File: config.mk
export PLATFORM = sky130hd
export DESIGN_NAME = fb_filter_flat
export DESIGN_NICKNAME = d
export VERILOG_FILES = /design/src/rtl/fb_filter_pkg.sv /design/src/rtl/fb_filter_if.sv /design/src/rtl/fb_filter_sync.sv /design/src/rtl/fb_filter.sv /design/src/flat_wrapper.sv
export SDC_FILE = /design/constraint.sdc
export NUM_CORES = 1
export LEC_CHECK = 0
export ABC_AREA = 1
export CORE_MARGIN = 3
export CORE_UTILIZATION = 50
export DETAILED_ROUTE_END_ITERATION = 6
export HOLD_SLACK_MARGIN = 0.03
export PLACE_DENSITY = 0.71
export SYNTH_ARGS = -nofsm -noshare
export SYNTH_HDL_FRONTEND = slang
export SYNTH_SLANG_ARGS = --single-unit
File: constraint.sdc
create_clock -name CLK -period 2.56 [get_ports CLK]
set_clock_uncertainty 0.15 [all_clocks]
set_input_delay 0.512 -clock CLK [delete_from_list [all_inputs] [get_ports CLK]]
set_output_delay 0.512 -clock CLK [all_outputs]
set_load 0.005 [all_outputs]
File: src/rtl/fb_filter_pkg.sv
// Shared configuration-stage package: feedback filter defaults, the CONF_BITS
// width used by the configuration stage, and the hysteresis decision helper.
package fb_filter_pkg;

  localparam int WIN_LOG2_DEF = 4;
  localparam int THR_HI_DEF   = 12;
  localparam int THR_LO_DEF   = 4;
  localparam int CONF_BITS    = 8;

  typedef struct packed {
    logic invu;
    logic invd;
  } fb_pair_t;

  // High-sample count at or above hi decides 1, at or below lo decides 0,
  // anything in between keeps the previous level.
  function automatic logic hyst_level(input int tot, input int thr_hi,
                                      input int thr_lo, input logic prev);
    if (tot >= thr_hi) return 1'b1;
    if (tot <= thr_lo) return 1'b0;
    return prev;
  endfunction

endpackage

File: src/rtl/fb_filter_if.sv
// Inverter-chain feedback bundle between the comparator side and the
// configuration stage: enable, raw comparator levels, filtered results.
interface fb_filter_if;
  logic EN;
  logic INVU_RAW;
  logic INVD_RAW;
  logic O_INVU;
  logic O_INVD;
  logic FB_VALID;
  logic CONFLICT;

  modport master (
    output EN, INVU_RAW, INVD_RAW,
    input  O_INVU, O_INVD, FB_VALID, CONFLICT
  );

  modport slave (
    input  EN, INVU_RAW, INVD_RAW,
    output O_INVU, O_INVD, FB_VALID, CONFLICT
  );
endinterface

File: src/rtl/fb_filter_sync.sv
// Two-flop synchronizer for one asynchronous comparator level, cleared by
// the synchronous reset.
module fb_sync (
  input  logic CLK,
  input  logic RST,
  input  logic d,
  output logic q
);
  logic meta;

  always_ff @(posedge CLK) begin
    if (RST) begin
      meta <= 1'b0;
      q    <= 1'b0;
    end else begin
      meta <= d;
      q    <= meta;
    end
  end
endmodule

File: src/rtl/fb_filter.sv
// Windowed majority filter with hysteresis for the up/down inverter-chain
// comparators; emits one registered decision per 2^WIN_LOG2 enabled cycles.
module fb_filter
  import fb_filter_pkg::*;
#(
  parameter int WIN_LOG2 = WIN_LOG2_DEF,
  parameter int THR_HI   = THR_HI_DEF,
  parameter int THR_LO   = THR_LO_DEF
) (
  input logic        CLK,
  input logic        RST,
  fb_filter_if.slave fb
);

  if (WIN_LOG2 < 1 || !(THR_LO < THR_HI) || THR_HI > (1 << WIN_LOG2)) begin : g_param_check
    $error("fb_filter: parameters must satisfy THR_LO < THR_HI <= 2**WIN_LOG2");
  end

  logic invu_s, invd_s;

  fb_sync u_sync_u (.CLK(CLK), .RST(RST), .d(fb.INVU_RAW), .q(invu_s));
  fb_sync u_sync_d (.CLK(CLK), .RST(RST), .d(fb.INVD_RAW), .q(invd_s));

  logic [WIN_LOG2-1:0] win_cnt;
  logic [WIN_LOG2:0]   acc_u, acc_d;
  logic [WIN_LOG2:0]   tot_u, tot_d;
  logic                win_end;
  fb_pair_t            dec;
  fb_pair_t            out_q;
  logic                valid_q, conflict_q;

  // The window-end total includes the sample arriving in that same cycle.
  always_comb begin
    tot_u    = acc_u + {{WIN_LOG2{1'b0}}, invu_s};
    tot_d    = acc_d + {{WIN_LOG2{1'b0}}, invd_s};
    win_end  = (win_cnt == '1);
    dec.invu = hyst_level(int'(tot_u), THR_HI, THR_LO, out_q.invu);
    dec.invd = hyst_level(int'(tot_d), THR_HI, THR_LO, out_q.invd);
  end

  always_ff @(posedge CLK) begin
    if (RST) begin
      win_cnt    <= '0;
      acc_u      <= '0;
      acc_d      <= '0;
      out_q      <= '0;
      valid_q    <= 1'b0;
      conflict_q <= 1'b0;
    end else begin
      valid_q    <= 1'b0;
      conflict_q <= 1'b0;
      if (!fb.EN) begin
        win_cnt <= '0;
        acc_u   <= '0;
        acc_d   <= '0;
      end else begin
        win_cnt <= win_cnt + 1'b1;
        if (win_end) begin
          acc_u   <= '0;
          acc_d   <= '0;
          valid_q <= 1'b1;
          // Both chains claiming 1 is contradictory: report it and drive neither.
          if (dec.invu && dec.invd) begin
            out_q      <= '0;
            conflict_q <= 1'b1;
          end else begin
            out_q <= dec;
          end
        end else begin
          acc_u <= tot_u;
          acc_d <= tot_d;
        end
      end
    end
  end

  assign fb.O_INVU   = out_q.invu;
  assign fb.O_INVD   = out_q.invd;
  assign fb.FB_VALID = valid_q;
  assign fb.CONFLICT = conflict_q;

endmodule

File: src/flat_wrapper.sv
// flat-port wrapper written by rule: the top's interface ports become plain ports
module fb_filter_flat import fb_filter_pkg::*;
#(
  parameter int WIN_LOG2 = WIN_LOG2_DEF,
  parameter int THR_HI   = THR_HI_DEF,
  parameter int THR_LO   = THR_LO_DEF
)
  (CLK, RST, fb_EN, fb_INVU_RAW, fb_INVD_RAW, fb_O_INVU, fb_O_INVD, fb_FB_VALID, fb_CONFLICT);
  fb_filter_if fb_i ();
  input logic CLK;
  input logic RST;
  input wire logic [$bits(fb_i.EN)-1:0] fb_EN;
  input wire logic [$bits(fb_i.INVU_RAW)-1:0] fb_INVU_RAW;
  input wire logic [$bits(fb_i.INVD_RAW)-1:0] fb_INVD_RAW;
  output wire logic [$bits(fb_i.O_INVU)-1:0] fb_O_INVU;
  output wire logic [$bits(fb_i.O_INVD)-1:0] fb_O_INVD;
  output wire logic [$bits(fb_i.FB_VALID)-1:0] fb_FB_VALID;
  output wire logic [$bits(fb_i.CONFLICT)-1:0] fb_CONFLICT;
  assign fb_i.EN = fb_EN;
  assign fb_i.INVU_RAW = fb_INVU_RAW;
  assign fb_i.INVD_RAW = fb_INVD_RAW;
  assign fb_O_INVU = fb_i.O_INVU;
  assign fb_O_INVD = fb_i.O_INVD;
  assign fb_FB_VALID = fb_i.FB_VALID;
  assign fb_CONFLICT = fb_i.CONFLICT;
  fb_filter #(.WIN_LOG2(WIN_LOG2), .THR_HI(THR_HI), .THR_LO(THR_LO)) u_core (.CLK(CLK), .RST(RST), .fb(fb_i));
endmodule
; ---- Word level (Yosys, flattened, before mapping)
; Cells that the tools add are included.
; Widths: inputs -> output; s select.
[op_classes]
order_cmp = 4
n_eq_ne = 1
bitwise_logic = 2
muxes = 17
addsub = 3
n_reduce_logical = 5
[op_table]
columns = cell, count
row1 = $mux 1, 16
row2 = $add 5x1->5, 2
row3 = $ge 5x4->1 const B, 2
row4 = $le 5x3->1 const B, 2
row5 = $reduce_or 3->1, 2
row6 = $add 4x1->4 const B, 1
row7 = $eq 4x4->1 const B, 1
row8 = $mux 2, 1
row9 = $not 1->1, 2
row10 = $reduce_and 2->1, 1
row11 = $reduce_or 2->1, 1
row12 = $logic_and 1x1->1, 1
[totals]
out_inout_bits = 4
reg_bits = 22
elab_cells = 43

; ---- Depth between registers and ports, before layout
[depth]
word_depth = 8
ltp_mapped = 11
ltp_nobuf = 11

; ---- Hierarchy
; A second synthesis with hierarchy kept.
[unflattened]
cells_unflattened = 118
hier_area_um2 = 904.6
[by_module_without_submodules]
columns = mod, seq_area_each_um2, n_inst, cells_each, area_each_um2
row1 = fb_filter, 360.3, 1, 106, 794.5
row2 = fb_sync, 40.0, 2, 6, 55.1

; ---- Least setup slack after synthesis
; Ideal clock, no wire load.
[synth_timing]
kind = register to register
start = register u_core.acc_u[0]
end = register u_core.out_q (netlist bit u_core.fb.O_INVD)
t_required_ns = 2.293
path_slack_ns = 1.018
t_arrival_ns = 1.275
setup_time_ns = 0.117
path_stages_with_launch = 11
path_cell_list = dfxtp_1 ha_1 ha_1 inv_1 nand2_1 nand2_2 nor2_1 nor2_1 nor2_4 nand3_1 a21oi_1
[synth_between]
elab_chain_cells = 8
elab_cells_between_ends = 11
cone_classes = add/sub (1) / order compare (2) / mux (7) / reduce/logical (1)
[synth_rtl]
columns = item, line
row1 = from (decl), fb_filter.sv:25  ; logic [WIN_LOG2:0] acc_u, acc_d;
row2 = from (signal assigned), fb_filter.sv:70  ; acc_u <= tot_u;
row3 = $add 5x1->5 (*), fb_filter.sv:34  ; tot_u = acc_u + {{WIN_LOG2{1'b0}}, invu_s};
row4 = $le 5x3->1, fb_filter_pkg.sv:20  ; if (tot <= thr_lo) return 1'b0;
row5 = $mux 1 (2 in a row), fb_filter_pkg.sv:20
row6 = $mux 1, fb_filter_pkg.sv:21  ; return prev;
row7 = $mux 1 (*), fb_filter_pkg.sv:20
row8 = $logic_and 1x1->1 (*), fb_filter.sv:63  ; if (dec.invu && dec.invd) begin
row9 = $mux 2 (*), fb_filter.sv:63
row10 = to (signal assigned), fb_filter.sv:46  ; out_q <= '0;
row11 = to (signal assigned), fb_filter.sv:64  ; out_q <= '0;
row12 = to (signal assigned), fb_filter.sv:67  ; out_q <= dec;
row13 = to (decl), fb_filter.sv:29  ; fb_pair_t out_q;
; Mark *: on every way between the ends. The rest lies on a longest branch, timed or not. The select of a mux whose other input is x is not followed.
; A chain may end at the register's enable or synchronous reset.

; ---- Worst setup path in the final report
[layout_timing]
start = register u_core.out_q (netlist bit u_core.fb.O_INVD)
end = output fb_O_INVD
[layout_rtl]
columns = item, line
row1 = to (decl), flat_wrapper.sv:16  ; output wire logic [$bits(fb_i.O_INVD)-1:0] fb_O_INVD;
; No word-level cell between the ends.

==> flow_metrics.py <==
metrics = {
    "grt": {
        "grt.total_usage_pct": 13.21,
        "gr-total-overflow": 0,
        "grt_max_degree": 12,
        "grt_pass1_wl_mm": 2.525,
        "grt_pass1_vias": 670,
        "antenna_found_initial": 0,
    },
    "floorplanning": {
        "rows": 14,
        "die-width_microns": 48.95,
        "start_util_pct": 57.22,
        "core-area_sq_mm": 0.001612,
        "fp.dieH_microns": 48.95,
        "io_pins": 9,
        "fp.dieArea_sq_mm": 0.002396,
    },
    "sta": {
        "slew_headroom_pct": 77.21,
        "worstMarginPinSlew_ns": 0.3411,
        "finalCriticalPeriod_ns": 1.872,
        "slew_viol_final": 0,
        "setup_violations": 0,
        "rsz0062_at_grt": "false",
        "fin_tns_setup_ns": 0,
        "hold_ws_ns": 0.2636,
        "setup_slack_ns": 0.6881,
        "hold_viol_final": 0,
        "fmax_mhz": 534.2,
        "period_share_pct": 73.12,
    },
    "status": {
        "status": "completed",
    },
    "worst_setup_path": {
        "critPathKind": "flop to primary output",
        "required_ns": 1.90,
        "crit_path_cell_trace": "clkdlybuf4s50_1",
        "cp_data_arrival_time_ns": 1.21,
        "critPathBufInv": 1,
        "path_max_fanout": 4,
        "cp-start-kind": "flop",
        "crit_family": "buffers and inverters",
        "end_kind": "primary output",
        "cpPeakStageDelay_ns": 0.52,
        "crit_slowest_cell": "clkdlybuf4s50_1",
    },
    "routing": {
        "ant_nets": 0,
        "viasPerCell": 4.545,
        "post-route-drc-count": 0,
        "wl_mm": 1.357,
        "wl_per_cell_microns": 8.699,
        "first_pass_iters": 2,
        "drt_iter0_markers": 7,
        "num_vias": 709,
    },
    "placed_design": {
        "gp_congestion": 0.7420,
        "hpwl_mm": 1.102,
        "place_ws_ns": 0.6378,
        "dpl_cell_area_sq_mm": 0.001027,
        "io_buffers": 8,
        "dp_cells": 153,
    },
    "final_layout": {
        "multiInputGateArea_sq_um": 390.4,
        "final_common_cell": "nor2_1",
        "regArea_sq_um": 440.4,
        "final_cell_mix": "nor2_1, dfxtp_1, inv_1, nand2_1, clkdlybuf4s50_1",
        "antennaDiodeCount": 0,
        "syn_to_final_growth_pct": 13.84,
        "final_area_sq_mm": 0.001050,
        "drive_gt1_share_pct": 11.36,
        "nFillCells": 155,
        "nets": 144,
        "fin_util_pct": 65.14,
        "fin_cells": 156,
    },
    "logic_synthesis": {
        "ys_ff_latch": 22,
        "ys_top_cells_by_area": "dfxtp_1, nor2_1, inv_1",
        "yosysWarningCount": 0,
        "yosysSeqAreaShare_pct": 47.76,
        "synth_top_area_share_pct": 47.76,
        "synth_cell_types": 16,
        "syn_nets": 132,
        "synth_cells": 122,
        "synth_top_area_cell": "dfxtp_1",
        "synth_area_sq_um": 922.1,
        "syn_avg_cell_area_sq_um": 7.558,
    },
    "cts": {
        "path_clk_slew_ns": 0.12,
        "cts-root-buf": "clkbuf_4",
        "cts_tree": "built",
        "cts_buffer_depth": 2,
        "cts_resized": 0,
        "cts.htree.levels": 1,
        "postCtsSetupBuffers": 0,
        "clk_latency_ns": 0.29,
        "numCtsBuffers": 3,
        "cts_sinks": 22,
        "holdBufCountCts": 0,
    },
    "power_and_ir_drop": {
        "powerDensity_mw_per_mm2": 494.9,
        "p_leak_nw": 0.4428,
        "fin_total_pwr_mw": 0.5195,
        "vdd_drop_max_mv": 0.4359,
    },
    "min_path": {
        "min_path_type": "flop to flop",
    },
    "job": {
        "cap_violations": 0,
    },
}
power by group:
group	internal, mW	switching, mW	total [mW]
clock network	0.0546	0.0947	0.149
registers	0.347	0.00211	0.350
logic	0.00969	0.0109	0.0206
total	0.412	0.108	0.520
path summary, 6_finish.rpt:
check / start / end / slack (ns) / depth (start not counted)
setup / recovery: u_core.fb.O_INVD / fb_O_INVD / 0.69 / 1
hold / removal: u_core.u_sync_u.meta / u_core.u_sync_u.q / 0.26 / 2
setup reg to reg: u_core.acc_d[0] / u_core.fb.O_INVU / 0.89 / 9
hold reg to reg: u_core.u_sync_u.meta / u_core.u_sync_u.q / 0.26 / 2
sequential cells by signal, summed over array words and instances (netlist names):
register	flops
u_core.fb.O_INVD	1
u_core.win_cnt	4
u_core.u_sync_d.q	1
u_core.fb.FB_VALID	1
u_core.acc_d	5
u_core.u_sync_u.meta	1
u_core.fb.O_INVU	1
u_core.fb.CONFLICT	1
u_core.acc_u	5
u_core.u_sync_d.meta	1
u_core.u_sync_u.q	1
cell type report:
type                    instances  share of cell area [%]
well taps                      24                   2.861
repair buffers                  8                   7.628
inverters                      23                   8.224
clock buffers                   3                   2.145
multi-input cells              76                   37.19
flip-flops and latches         22                   41.95
cells in the mapped netlist (all sizes together):
library cell and count:
inv 23, nor2 26, nand3 6, buf 1, nor4 1, o21ai 1
a21oi 6, xor2 1, nand4 4, dfxtp 22, nand2 26, ha 5
layer usage:
layer	share of wire (%)	track usage (%)
met5	0	0
met4	1.5	7.583
met3	2.7	3.058
met2	48	22.85
met1	47	14.71
logic make-up (layout without fill, tap and decap cells):
| logic type | after synthesis | count (layout) | share of synthesized area, % |
|---|---|---|---|
| adders and majority gates | 5 | 5 | 6.784 |
| AOI/OAI and AO/OA | 7 | 7 | 3.799 |
| DFF | 22 | 22 | 47.76 |
| buffers and inverters | 24 | 34 | 9.904 |
| and+or+nand+nor | 63 | 63 | 30.80 |
| xor gates and xnor gates | 1 | 1 | 0.9500 |
Power figures use the tool's default switching activity.
